==> src/rtl/display_scan_mux.sv <==
// Scan multiplexer for a 4-digit active-low 7-segment display. It steps one digit per
// counter-bit rising edge, blanks between digits, suppresses leading zeros and latches per frame.
module display_scan_mux #(
    parameter int unsigned SCAN_BIT      = 17,
    parameter int unsigned BLANK_CYCLES  = 1024,
    parameter bit          ZERO_SUPPRESS = 1'b1
) (
    input  logic        clk_internal,
    input  logic        reset_n,
    input  logic [17:0] clk_divided,
    input  logic        enable,
    input  logic [15:0] digits_bcd,
    input  logic [3:0]  dp_mask,
    output logic [6:0]  seg,
    output logic        dp,
    output logic [3:0]  digit_sel,
    output logic        frame_done
);

    localparam int unsigned     CntW    = $clog2(BLANK_CYCLES + 1);
    localparam logic [CntW-1:0] CntLast = CntW'(BLANK_CYCLES - 1);
    localparam logic [6:0]      SegOff  = 7'h7F;

    typedef enum logic [1:0] {StIdle, StBlank, StShow} state_e;

    state_e          state_q;
    logic [1:0]      index_q;
    logic [CntW-1:0] blank_cnt_q;
    logic [15:0]     snap_digits_q;
    logic [3:0]      snap_dp_q;
    logic            prev_q;

    logic            tick;
    logic [3:0]      cur_digit;
    logic [3:0]      lead_zero;
    logic            suppress;
    logic [6:0]      show_seg;

    function automatic logic [6:0] decode(input logic [3:0] v);
        logic [6:0] s;
        case (v)
            4'd0:    s = 7'h40;
            4'd1:    s = 7'h79;
            4'd2:    s = 7'h24;
            4'd3:    s = 7'h30;
            4'd4:    s = 7'h19;
            4'd5:    s = 7'h12;
            4'd6:    s = 7'h02;
            4'd7:    s = 7'h78;
            4'd8:    s = 7'h00;
            4'd9:    s = 7'h10;
            default: s = 7'h3F;
        endcase
        return s;
    endfunction

    // The counter wrap to zero is a falling edge, so it never produces a tick.
    assign tick = clk_divided[SCAN_BIT] & ~prev_q;

    always_comb begin
        cur_digit    = snap_digits_q[{index_q, 2'b00} +: 4];
        // lead_zero[i]: digit i and every digit above it are zero; digit 0 is never blanked.
        lead_zero[3] = (snap_digits_q[15:12] == 4'd0);
        lead_zero[2] = lead_zero[3] & (snap_digits_q[11:8] == 4'd0);
        lead_zero[1] = lead_zero[2] & (snap_digits_q[7:4] == 4'd0);
        lead_zero[0] = 1'b0;
        suppress     = ZERO_SUPPRESS & lead_zero[index_q];
        show_seg     = suppress ? SegOff : decode(cur_digit);
    end

    always_ff @(posedge clk_internal) begin
        if (!reset_n) begin
            state_q       <= StIdle;
            index_q       <= 2'd0;
            blank_cnt_q   <= '0;
            snap_digits_q <= 16'h0000;
            snap_dp_q     <= 4'h0;
            prev_q        <= 1'b0;
            seg           <= SegOff;
            dp            <= 1'b1;
            digit_sel     <= 4'hF;
            frame_done    <= 1'b0;
        end else begin
            prev_q     <= clk_divided[SCAN_BIT];
            frame_done <= 1'b0;

            // Outputs follow the state of the previous cycle.
            if (state_q == StShow) begin
                seg       <= show_seg;
                dp        <= ~snap_dp_q[index_q];
                digit_sel <= ~(4'b0001 << index_q);
            end else begin
                seg       <= SegOff;
                dp        <= 1'b1;
                digit_sel <= 4'hF;
            end

            if (!enable) begin
                state_q <= StIdle;
            end else begin
                case (state_q)
                    StIdle: begin
                        state_q       <= StBlank;
                        index_q       <= 2'd0;
                        blank_cnt_q   <= '0;
                        snap_digits_q <= digits_bcd;
                        snap_dp_q     <= dp_mask;
                        frame_done    <= 1'b1;
                    end
                    StBlank: begin
                        if (blank_cnt_q == CntLast) begin
                            state_q <= StShow;
                        end else begin
                            blank_cnt_q <= blank_cnt_q + CntW'(1);
                        end
                    end
                    StShow: begin
                        if (tick) begin
                            state_q     <= StBlank;
                            blank_cnt_q <= '0;
                            index_q     <= index_q + 2'd1;
                            if (index_q == 2'd3) begin
                                snap_digits_q <= digits_bcd;
                                snap_dp_q     <= dp_mask;
                                frame_done    <= 1'b1;
                            end
                        end
                    end
                    default: state_q <= StIdle;
                endcase
            end
        end
    end

endmodule

==> config.mk <==
export PLATFORM = sky130hd
export DESIGN_NAME = display_scan_mux
export DESIGN_NICKNAME = d
export VERILOG_FILES = /design/src/rtl/display_scan_mux.sv
export SDC_FILE = /design/constraint.sdc
export NUM_CORES = 1
export LEC_CHECK = 0
export CAP_MARGIN = 25
export CORE_UTILIZATION = 39
export CTS_CLUSTER_SIZE = 8
export DETAILED_ROUTE_END_ITERATION = 6
export PLACE_DENSITY = 0.69
export SLEW_MARGIN = 30
export SYNTH_ARGS = -nofsm -noshare
export SYNTH_HDL_FRONTEND = slang
export SYNTH_SLANG_ARGS = --single-unit
==> constraint.sdc <==
create_clock -name clk_internal -period 6.1 [get_ports clk_internal]
set_clock_uncertainty 0.2 [all_clocks]
set_input_delay 0.61 -clock clk_internal [delete_from_list [all_inputs] [get_ports clk_internal]]
set_output_delay 0.61 -clock clk_internal [all_outputs]
set_load 0.02 [all_outputs]
## Word-level counts from Yosys, hierarchy flattened

Memories as Yosys holds them, arrays and structs flattened. A register that Yosys moved wholly into a read port is not among the register bits.
Index checks and enable logic that the tools add are counted.

- Flip-flop bits (word level): 42
- ROM bits: 112
- Input bits: 41
- Output and inout port bits: 13
- Logic and storage cells: 65
- Memories: 1

Memories:

| memory | words | bits a word | rd ports | clocked after memory_dff | write ports | line | source |
|---|---|---|---|---|---|---|---|
| (name not given) | 16 | 7 | 1 | 1 | 0 | 41 | `case (v)` |

- Add/subtract/negate cells: 2
- Order comparisons: 1
- Equality and inequality tests: 8
- Shift-type cells: 2
- Mux-type cells: 21
- Bitwise logic cells: 8
- Reductions and logical operators: 13

Operators with widths:

| operator | count |
|---|---|
| $pmux 11 s3 | 1 |
| $mux 16 | 2 |
| $pmux 16 s2 | 1 |
| $mux 11 | 2 |
| $shiftx 16x5->4 | 1 |
| $logic_not 4->1 | 3 |
| $add 11x1->11 const B | 1 |
| $eq 11x10->1 const B | 1 |
| $mux 4 | 2 |
| $pmux 4 s2 | 1 |
| $reduce_and 4->1 | 2 |
| $mux 2 | 3 |
| $ne 2x2->1 const B | 3 |
| $pmux 2 s3 | 1 |
| $reduce_and 2->1 | 3 |
| $bmux 1 s2 | 2 |
| $eq 2x2->1 const B | 2 |
| $mux 1 | 4 |
| $not 1->1 | 4 |
| $not 4->4 | 1 |
| $pmux 2 s2 | 1 |
| $shl 1x2->4 const A | 1 |
| $and 1x1->1 | 3 |
| $lt 2x3->1 const B | 1 |
| 9 further kinds | 9 |

## Longest topological paths before layout

- Depth in word-level cells: 6
- Gate-level depth with buffers: 8
- Gate-level depth less buffers: 7

## Least setup slack after synthesis

Ideal clock, no wire load.

- Path kind: reg2reg
- Start point: register index_q[0]
- End point: register seg[4]
- Setup time: 0.137 ns
- Arrival: 1.814 ns
- Data required time: 5.763 ns
- Slack: 3.948 ns
- Cell stages (with the launch flop): 9
- Buffers on the path: 1
- Clock period less this slack: 2.152 ns
- Cell sequence: dfxtp_1 > buf_6 > mux4_1 > inv_1 > ha_1 > inv_1 > mux2_4 > mux2i_1 > nand3_1

- Longest elaborated chain between the ends: 3
- Elaborated cells between the ends (all ways): 4
- Classes of those cells: shift: 1; mux: 2; reduce/logical: 1

Ends and longest elaborated chain:

| what | line | source |
|---|---|---|
| from (decl) | 27 | `logic [1:0] index_q;` |
| from (signal assigned) | 121 | `index_q <= index_q + 2'd1;` |
| parallel branches: the longest is 3 deep, another holds $shiftx 16x5->4 | -- |  |
| to (decl) | 14 | `output logic [6:0] seg,` |

Parallel ways; which one is timed is not known. The select of a mux whose other input is x is not followed.
A chain may end at the register's enable or synchronous reset.

## Worst setup path in the final report

- Start point: input reset_n
- End point: register seg[3]

- Longest elaborated chain between the ends: 2

Ends and longest elaborated chain:

| what | line | source |
|---|---|---|
| from (decl) | 9 | `input logic reset_n,` |
| $not 1->1 (no line) | -- |  |
| $reduce_or 3->1 (no line) | -- |  |

No other way between the ends.

==> impl_metrics.yaml <==
sta:
  finalMaxSlewViolations: 0
  slew_headroom: 0.493
  hold_violations: 0
  finalSetupTns_ns: 0
  fin_crit_sh: 0.431
  rsz0062_at_grt: "no"
  hold_ws_ns: 0.259
  fin_ws_ns: 3.47
  worst_pin_slew_ns: 0.760
  min_period_ns: 2.63
  setup_violations: 0
  fmax_ghz: 0.381
placed_design:
  portBuffers: 36
  hpwl_microns: 3080
  place_inst: 331
  gp_congestion: 0.797
  placed_cell_area_sq_um: 2690
  dp_slack_ns: 3.11
final_layout:
  final_net_count: 317
  drive_gt1_frac: 0.0637
  instances_no_fill: 339
  finalInstanceArea_sq_um: 2800
  post-route-util: 0.503
  n_antenna_cell: 0
  syn_to_final_growth_pct: 22.7
clock_tree:
  clk_latency_ns: 0.30
  cts_tree: "yes"
  ctsRootBufferMaster: "clkbuf_8"
  cts_setup_buffers: 0
  cts_sinks: 49
  cts_hold_buf: 0
  cts.repair.resized: 0
  cts_max_level: 2
  cts_buffer_depth: 2
  cts_buffers: 5
  clkTransAtPathRegs_ns: 0.09
yosys:
  synth_nets: 284
  ys_async_sr_fraction: 0
  synth.distinct_cells: 44
  synthesis.area_sq_um: 2280
  synth_ff_type: "dfxtp_1"
  synth_edf_count: 0
  yosysSeqAreaShare: 0.429
  ys_ff_latch: 49
  yosysWarnings: 0
  synthCells: 233
  syn_avg_cell_area_sq_um: 9.81
power:
  power_uw: 634
  p_per_area_nw_per_um2: 226
  cellLeakagePower_nw: 1.08
  ir_worst_vdd_uv: 144
grt:
  use_met1: 0.218
  grt-ovfl-total: 0
  top_usage_layer: "met2"
  grt_pass1_wl_microns: 7490
  grt_antenna_before_repair: 0
  grt_max_degree: 24
  grtUsageMet2: 0.224
  grt_usage: 0.155
  grt_pass1_vias: 1559
  globalRouteMet3Util: 0.0395
worst_setup_path:
  r2r-start: "index_q[0]"
  cp_max_fo: 23
  crit_type: "in2reg"
  rrSetupSlack_ns: 3.62
  worst_setup_path_end_kind: "flop"
  critPathLaunch: "reset_n"
  r2r_end: "seg[4]"
  start_kind: "primary input"
  worstPathArrival_ns: 2.59
  rr_worst_depth: 7
  critPathRequiredTime_ns: 6.06
drt:
  wl_microns: 4340
  drtIter0Drc: 91
  drt_pre_antenna_iters: 4
  viasPerCell: 5.25
  postRouteAntennaNets: 0
  drt-wirelength-per-cell_microns: 12.8
  drc: 0
  vias: 1779
worst_hold_path:
  whs_endpoint: "blank_cnt_q[10]"
  hold_depth: 2
  holdCritStartpoint: "blank_cnt_q[10]"
  hold_path.class: "reg2reg"
floorplanning:
  initial_core_util: 0.410
  die_w_microns: 78.5
  die_h_microns: 78.5
  core_sq_um: 5570
  die_area_sq_um: 6170
  std_cell_rows: 27
  io_pins: 54
status:
  outcome: "complete, no violations"
job:
  drv.max_cap_violation_count: 0
-- report_power, final --
part,internal [mW],switching [mW]
clock,0.123,0.109
sequential,0.329,0.00707
combinational,0.0355,0.0310
total,0.488,0.147
-- metal layers --
| layer | up-vias | share of wire |
|---|---|---|
| met3 | 7 | 0.047 |
| met5 | - | 0 |
| met4 | 0 | 0.015 |
| li1 | 912 | - |
| met2 | 45 | 0.42 |
| met1 | 815 | 0.52 |
-- state kept, by name, indices dropped and copies added, names as in the netlist --
signal and count:
state_q 2, blank_cnt_q 11, snap_dp_q 4, dp 1
digit_sel 4, index_q 2, seg 7, prev_q 1
snap_digits_q 16, frame_done 1
-- cell usage after synthesis, types with 2 or more instances --
cell type | number | area share
nand2b_1 | 4 | 0.011
a221o_1 | 3 | 0.013
a21oi_1 | 12 | 0.026
nand2_1 | 12 | 0.020
nor2_1 | 26 | 0.043
buf_6 | 2 | 0.0099
nor3_1 | 5 | 0.011
ha_1 | 10 | 0.055
nand4_1 | 4 | 0.011
or4_1 | 2 | 0.0066
o21ai_0 | 6 | 0.013
buf_2 | 3 | 0.0066
mux4_2 | 3 | 0.030
inv_1 | 9 | 0.015
dfxtp_1 | 49 | 0.43
and2_1 | 3 | 0.0082
o211ai_1 | 7 | 0.023
and3_1 | 4 | 0.011
nor2b_1 | 6 | 0.016
mux2i_1 | 21 | 0.092
a31oi_1 | 2 | 0.0055
nand3b_1 | 3 | 0.0099
nand3_1 | 5 | 0.011
a22o_1 | 2 | 0.0077
o21ai_1 | 2 | 0.0044
a311oi_1 | 2 | 0.0077
and4_1 | 2 | 0.0077
o22a_1 | 2 | 0.0077
clkbuf_1 | 6 | 0.0099
mux4_1 | 2 | 0.023
-- cells by family (layout without fill, tap and decap cells) --
| family | count (synthesis) | after routing | share of synthesized area |
|---|---|---|---|
| buffers and inverters | 20 | 54 | 0.0411 |
| DFF | 49 | 49 | 0.429 |
| adders and majority gates | 10 | 10 | 0.0548 |
| and+or+nand+nor | 82 | 82 | 0.188 |
| AOI/OAI and AO/OA | 44 | 44 | 0.131 |
| muxes | 28 | 28 | 0.156 |
-- worst max-delay path: stages --
cell and delay [ns]:
clkdlybuf4s50_1 0.72, inv_1 0.46, nor3_2 0.61, o211ai_1 0.17
-- how the worst max path moves through the flow --
stage                     slack (ns)      to
final                           3.47  seg[3]
after global routing            3.24  seg[6]
after CTS                       3.46  seg[3]
after detailed placement        3.11  seg[3]
after global placement          2.74  seg[1]
after floorplan                 3.95  seg[4]
-- cells in the final DEF, fill, tap and decap left out, types with 3 or more instances in the layout --
| master | n |
|---|---|
| nand2_1 | 12 |
| mux2i_1 | 21 |
| a221o_1 | 3 |
| nand2b_1 | 4 |
| a21oi_1 | 11 |
| nor2_1 | 26 |
| and3_1 | 4 |
| ha_1 | 10 |
| o21ai_0 | 6 |
| and2_1 | 3 |
| nor2b_1 | 6 |
| dfxtp_1 | 49 |
| clkbuf_8 | 5 |
| nand4_1 | 4 |
| o211ai_1 | 7 |
| inv_1 | 9 |
| clkdlybuf4s50_1 | 36 |
| mux4_2 | 3 |
| nand3b_1 | 3 |
| nand3_1 | 5 |
| nor3_1 | 4 |
-- area by class of cell --
class	count	area, sq um
multi-input combinational	164	1220
tap	72	90.1
clock inverter	2	38.8
inverter	9	33.8
timing repair buffer	37	368
fill	523	2770
clock buffer	6	72.6
sequential	49	981
No activity file was read; power rests on OpenSTA's default activity.
